`config.mk`:
```
export PLATFORM = sky130hd
export DESIGN_NAME = alu_arbiter
export DESIGN_NICKNAME = d
export VERILOG_FILES = /design/src/rtl/alu_arbiter_pkg.sv /design/src/rtl/alu_arbiter_alu.sv /design/src/rtl/alu_arbiter.sv
export SDC_FILE = /design/constraint.sdc
export NUM_CORES = 1
export LEC_CHECK = 0
export CORE_MARGIN = 5
export CORE_UTILIZATION = 35
export DETAILED_ROUTE_END_ITERATION = 8
export RECOVER_POWER = 50
export REMOVE_ABC_BUFFERS = 1
export SLEW_MARGIN = 20
export SYNTH_ARGS = -nofsm -noshare
export SYNTH_HDL_FRONTEND = slang
export SYNTH_HIERARCHICAL = 1
export SYNTH_SLANG_ARGS = --single-unit
export TNS_END_PERCENT = 50
```
`constraint.sdc`:
```
create_clock -name clk -period 4.95 [get_ports clk]
set_clock_uncertainty 0.2 [all_clocks]
set_input_delay 0.99 -clock clk [delete_from_list [all_inputs] [get_ports clk]]
set_output_delay 0.99 -clock clk [all_outputs]
set_load 0.01 [all_outputs]
```
`src/rtl/alu_arbiter_pkg.sv`:
```
// alu_arbiter_pkg
// Shared definitions for the two-requester ALU arbiter slice:
//   - 3-bit ALU op-code constants (AND .. SLT)
//   - FSM state enum used by the arbiter control
//   - width of the completed-transaction counter
//   - small helper turning a requester id into a one-hot 2-bit vector
package alu_arbiter_pkg;

  localparam logic [2:0] OP_AND = 3'b000;
  localparam logic [2:0] OP_OR  = 3'b001;
  localparam logic [2:0] OP_ADD = 3'b010;
  localparam logic [2:0] OP_XOR = 3'b011;
  localparam logic [2:0] OP_NOR = 3'b100;
  localparam logic [2:0] OP_SRL = 3'b101;
  localparam logic [2:0] OP_SUB = 3'b110;
  localparam logic [2:0] OP_SLT = 3'b111;

  localparam int CNT_W = 16;

  typedef enum logic [1:0] {
    ST_IDLE = 2'd0,
    ST_EXEC = 2'd1,
    ST_RESP = 2'd2
  } state_t;

  // Requester id 0 maps to 2'b01, id 1 maps to 2'b10.
  function automatic logic [1:0] id_to_onehot(input logic id);
    return id ? 2'b10 : 2'b01;
  endfunction

endpackage

```
`src/rtl/alu_arbiter_alu.sv`:
```
// alu_arbiter_alu
// Purely combinational 32-bit ALU shared by both requesters.
// Ports:
//   op     - 3-bit operation code (see alu_arbiter_pkg)
//   a, b   - 32-bit operands
//   result - 32-bit result
// SLT reports the sign bit of the wrapped difference A-B, not a full
// signed comparison.
module alu_arbiter_alu
  import alu_arbiter_pkg::*;
(
  input  logic [2:0]  op,
  input  logic [31:0] a,
  input  logic [31:0] b,
  output logic [31:0] result
);

  logic [31:0] diff;

  // Decode the op code into one of the eight ALU functions; the
  // difference is shared between SUB and SLT.
  always_comb begin
    diff   = a - b;
    result = '0;
    case (op)
      OP_AND:  result = a & b;
      OP_OR:   result = a | b;
      OP_ADD:  result = a + b;
      OP_XOR:  result = a ^ b;
      OP_NOR:  result = ~(a | b);
      OP_SRL:  result = a >> b;
      OP_SUB:  result = diff;
      OP_SLT:  result = {31'b0, diff[31]};
      default: result = '0;
    endcase
  end

endmodule

```
`src/rtl/alu_arbiter.sv`:
```
// alu_arbiter
// Arbitrates two requesters onto one shared ALU. A transaction is
// accepted in IDLE, computed in EXEC and returned in RESP until the
// owning requester takes it.
// Parameters:
//   PRI_FIXED - 0: round-robin between requesters, 1: requester 0 always wins
// Ports:
//   clk, rst            - clock, synchronous active-high reset
//   req_valid/req_ready - per-requester request handshake (bit i = requester i)
//   req_op0/a0/b0       - op code and operands of requester 0
//   req_op1/a1/b1       - op code and operands of requester 1
//   rsp_valid/rsp_ready - per-requester response handshake (rsp_valid one-hot)
//   rsp_res/zero/ovf    - registered result, zero flag, signed overflow flag
//   busy                - high in any state other than IDLE
//   op_cnt              - saturating count of completed transactions
module alu_arbiter
  import alu_arbiter_pkg::*;
#(
  parameter bit PRI_FIXED = 1'b0
)
(
  input  logic             clk,
  input  logic             rst,
  input  logic [1:0]       req_valid,
  output logic [1:0]       req_ready,
  input  logic [2:0]       req_op0,
  input  logic [31:0]      req_a0,
  input  logic [31:0]      req_b0,
  input  logic [2:0]       req_op1,
  input  logic [31:0]      req_a1,
  input  logic [31:0]      req_b1,
  output logic [1:0]       rsp_valid,
  input  logic [1:0]       rsp_ready,
  output logic [31:0]      rsp_res,
  output logic             rsp_zero,
  output logic             rsp_ovf,
  output logic             busy,
  output logic [CNT_W-1:0] op_cnt
);

  state_t           state_q, state_d;
  logic             owner_q;
  logic             prio_q;
  logic [2:0]       op_q;
  logic [31:0]      a_q, b_q;
  logic [31:0]      res_q;
  logic             zero_q, ovf_q;
  logic [CNT_W-1:0] op_cnt_q, op_cnt_nxt;

  logic [1:0]       grant;
  logic             grant_id;
  logic             accept;
  logic             done;
  logic [31:0]      alu_res;
  logic             ovf_calc;

  // Pick the winner among the valid requesters. When both ask, either
  // requester 0 wins outright or the round-robin priority bit decides;
  // prio_q names the requester that was not served last.
  always_comb begin
    grant    = 2'b00;
    grant_id = 1'b0;
    case (req_valid)
      2'b01: begin
        grant_id = 1'b0;
        grant    = 2'b01;
      end
      2'b10: begin
        grant_id = 1'b1;
        grant    = 2'b10;
      end
      2'b11: begin
        grant_id = PRI_FIXED ? 1'b0 : prio_q;
        grant    = id_to_onehot(grant_id);
      end
      default: begin
        grant_id = 1'b0;
        grant    = 2'b00;
      end
    endcase
  end

  // Next-state and handshake outputs. Handshakes are only offered in
  // their own state, and reset masks them immediately so nothing is
  // accepted or delivered while rst is high.
  always_comb begin
    state_d   = state_q;
    req_ready = 2'b00;
    rsp_valid = 2'b00;
    accept    = 1'b0;
    done      = 1'b0;
    case (state_q)
      ST_IDLE: begin
        req_ready = grant;
        if (|req_valid) begin
          accept  = 1'b1;
          state_d = ST_EXEC;
        end
      end
      ST_EXEC: begin
        state_d = ST_RESP;
      end
      ST_RESP: begin
        rsp_valid = id_to_onehot(owner_q);
        if (rsp_ready[owner_q]) begin
          done    = 1'b1;
          state_d = ST_IDLE;
        end
      end
      default: begin
        state_d = ST_IDLE;
      end
    endcase
    if (rst) begin
      req_ready = 2'b00;
      rsp_valid = 2'b00;
      accept    = 1'b0;
      done      = 1'b0;
    end
  end

  // The ALU only ever sees the registered operands, so requesters may
  // change their inputs freely once accepted.
  alu_arbiter_alu u_alu (
    .op     (op_q),
    .a      (a_q),
    .b      (b_q),
    .result (alu_res)
  );

  // Signed overflow for ADD and SUB, judged from the operand signs and
  // the sign of the ALU result.
  always_comb begin
    ovf_calc = 1'b0;
    case (op_q)
      OP_ADD:  ovf_calc = (a_q[31] == b_q[31]) && (alu_res[31] != a_q[31]);
      OP_SUB:  ovf_calc = (a_q[31] != b_q[31]) && (alu_res[31] != a_q[31]);
      default: ovf_calc = 1'b0;
    endcase
  end

  // Saturating completion counter; the register is rewritten every cycle
  // from its own value so it always holds a self-consistent count.
  always_comb begin
    op_cnt_nxt = op_cnt_q;
    if (done && (op_cnt_q != {CNT_W{1'b1}})) begin
      op_cnt_nxt = op_cnt_q + 1'b1;
    end
  end

  // State, captured request, registered result and round-robin pointer.
  // The pointer moves only when a response completes, handing priority
  // to the requester that was just not served.
  always_ff @(posedge clk) begin
    if (rst) begin
      state_q  <= ST_IDLE;
      owner_q  <= 1'b0;
      prio_q   <= 1'b0;
      op_q     <= OP_AND;
      a_q      <= '0;
      b_q      <= '0;
      res_q    <= '0;
      zero_q   <= 1'b0;
      ovf_q    <= 1'b0;
      op_cnt_q <= '0;
    end else begin
      state_q  <= state_d;
      op_cnt_q <= op_cnt_nxt;
      if (accept) begin
        owner_q <= grant_id;
        op_q    <= grant_id ? req_op1 : req_op0;
        a_q     <= grant_id ? req_a1  : req_a0;
        b_q     <= grant_id ? req_b1  : req_b0;
      end
      if (state_q == ST_EXEC) begin
        res_q  <= alu_res;
        zero_q <= (alu_res == 32'd0);
        ovf_q  <= ovf_calc;
      end
      if (done) begin
        prio_q <= ~owner_q;
      end
    end
  end

  assign rsp_res  = res_q;
  assign rsp_zero = zero_q;
  assign rsp_ovf  = ovf_q;
  assign busy     = (state_q != ST_IDLE);
  assign op_cnt   = op_cnt_q;

endmodule

```
==> results of run 1 <==
[how the worst min path moves through the flow]
| stage | depth (start not counted) | slack [ns] | to |
|---|---|---|---|
| after floorplan | 2 | 0.27 | rsp_ovf |
| after global placement | 2 | 0.24 | rsp_res[26] |
| after detailed placement | 2 | 0.25 | rsp_res[18] |
| after CTS | 2 | 0.26 | rsp_res[18] |
| after global routing | 2 | 0.27 | rsp_res[28] |
| final | 2 | 0.25 | rsp_res[20] |
[flip-flops by register name, indices dropped and copies added (netlist names), 2 cells and up]
name     flops
rsp_res     32
op_q         3
a_q         32
op_cnt      16
state_q      2
b_q         32
[layout make-up]
class                           count  area, sq um  area share [%]
Inverter                          104          390            2.51
Clock buffer                       19          453            2.91
Clock inverter                     13          119           0.763
Sequential cell                   121         2420            15.6
Tap cell                          461          577            3.70
Multi-Input combinational cell   1334         9070            58.2
Timing Repair Buffer              271         2540            16.3
[placed cells by master, fill, tap and decap left out, types with 13 or more instances in the layout]
cell / n
a211oi_1: 38
a21oi_1: 161
a31oi_1: 21
buf_4: 75
clkbuf_16: 17
clkdlybuf4s50_1: 152
dfxtp_1: 119
dlygate4sd3_1: 41
ha_1: 99
inv_1: 95
mux2i_1: 115
mux4_2: 18
nand2_1: 151
nand3_1: 85
nand4_1: 16
nor2_1: 128
nor3_1: 47
nor4_1: 21
o211ai_1: 18
o21ai_0: 124
o21ai_1: 22
o22ai_1: 13
o31ai_1: 17
xnor2_1: 23
[through the flow]
stage	hold WS (ns)	total power, uW	cell area (sq um)	util, %
2_1_floorplan	0.270	2670	11900	-
3_3_place_gp	0.244	3580	15000	42.5
3_5_place_dp	0.249	3570	15000	42.5
4_1_cts	0.257	4820	15600	44.1
5_1_grt	0.270	5100	15600	44.1
6_report	0.249	4840	15600	44.1
[worst max-delay path, stage by stage (launching register included)]
cell and delay (ns):
dfxtp_1 0.40, clkinv_1 0.12, buf_4 0.23, fa_1 0.45, nand3b_1 0.26, a21o_1 0.26, a31o_4 0.26, o31ai_4 0.36
o21ai_2 0.16, nor3_1 0.19, nor2_1 0.09, a2111oi_2 0.42, a21oi_1 0.19, nor4_1 0.22, nand4_1 0.12, or3_1 0.36
a21oi_1 0.13
[layer usage]
layer	share of wire, %	global-route usage (%)	vias to the layer above	wire length, um
met5	0	0	-	0
met4	2.3	6.76	0	1150
met3	9.1	4.88	74	4540
met2	42	36.4	697	20900
met1	47	36.7	6398	23400
li1	-	-	6480	-
[power by group through the flow]
stage | Clock, uW | Sequential, uW | Combinational (uW)
after detailed placement | 0 | 1200 | 2370
after global placement | 0 | 1200 | 2370
after global routing | 1300 | 1200 | 2600
final | 1230 | 1180 | 2420
after floorplan | 0 | 1250 | 1420
after CTS | 1260 | 1180 | 2380
[cells by family after synthesis]
kind of cell | count (synthesis) | share of synthesized area, %
adder cells (fa/ha/maj) | 101 | 10.3
buffers and inverters | 223 | 7.43
multiplexers | 142 | 13.4
AO/OA/AOI/OAI | 525 | 26.5
flip-flops | 121 | 19.5
AND/OR/NAND/NOR | 541 | 21.1
XOR/XNOR | 25 | 1.77
==> metrics.cfg, run 1 <==
[finish]
n_fill_cell=3649
fin_cells=2323
n_antenna_cell=0
layout-drive-gt1-share_pct=9.13
nets=2090
synthToLayoutAreaGrowth_pct=25.6

[power]
comb_power_share_pct=50.1
p_leak_uw=0.00620
p_sw_uw=2100
switching_share_pct=43.4
pwr-share-seq_pct=24.5
p_clk_share_pct=25.5
ir_drop_mv=0.235
p_int_uw=2740
p_per_area_nw_per_um2=311

[sta]
worst_pin_slew_ns=1.85
maxSlewHeadroom_pct=-23.2
setup_slack_ns=0.431
drv_slew=51
fin_tns_setup_ns=0
final_hold_viol_count=0
rsz0062_at_grt=no
timing.final.crit_share_pct=91.3
fmax_mhz=221
setup_viol_count_final=0
min_period_ns=4.52

[synthesis]
synth_edf_count=0
yosys.area.top_type_share_pct=19.5
synthTopCellsByCount=a21oi_1 (161), nand2_1 (151), nor2_1 (128)
ys_seq_area_share_pct=19.5
synth_cell_types=95
postSynthAreaPerCell_sq_um=7.39
netlist_area_sq_um=12400
synthArstFlopShare_pct=0
synthCells=1678
ys.flop_type=dfxtp_1
synth_area_leader_cell=dfxtp_1
ys_seq_elements=121
yosysMostFrequentCell=a21oi_1
yosys_warnings=6
synthTopCellsByArea=dfxtp_1 (20%), ha_1 (10%), mux2i_1 (9.3%)

[worst_setup_path]
startpoint=b_q[1]
crit_fanout=18
r2r_slack_ns=0.43
r2r-start=b_q[1]
cp-start-kind=flip-flop
crit_type=flip-flop to flip-flop
arrival_ns=4.69
timing.rr.end=rsp_zero
r2r_cells=16
endpoint=rsp_zero
critPathRequiredTime_ns=5.13
end_kind=flip-flop

[detailed_routing]
drc=0
wl_per_cell_um=21.5
vias=13600
dr.pass1.iters=5
post_drt_via_cell_ratio=5.88
drt_iter0_drc=1332
drtAntennaViolNets=0
wl_mm=50.0

[floorplanning]
die_w_um=198
core_sq_um=35300
ios=195
start_util_pct=35.1
die_h_um=198
dieArea_sq_um=39300
num_rows=69

[clock_tree]
cts_sinks=121
cts_root_buf=clkbuf_16
clkLatencyLatePin_ns=0.45
cts_tree=yes
clk_path_buf_depth=2
cts_hold_buf=0
path_clk_slew_ns=0.07
htreeDepth=4
cts_resized=0
cts-buffers-inserted=17
post-cts-setup-buffers=0

[status]
status=finished, violations left
violations=capacitance limit, slew limit

[global_route]
grt_pass1_vias=12600
grt_pass1_wl_mm=75.6
grt_overflow=0
track_usage_pct=24.7
grt_start_max_net_pins=132
antenna_found_initial=0

[hold_path]
min_from=rsp_res[20]
hold_path.class=flip-flop to flip-flop

[job]
max_cap_violations=1

[place]
hpwl_mm=39.0
gp_congestion=0.985
placedCellCount=2291
io_buffers=194
pre_cts_ws_ns=0.520

Power figures use the tool's default switching activity.
==> run 2, diff against run 1 <==
ABC_AREA = 0   (was default)
==> results of run 2 <==
Same layout as run 1: the final DEF is identical, and so are final timing and power.
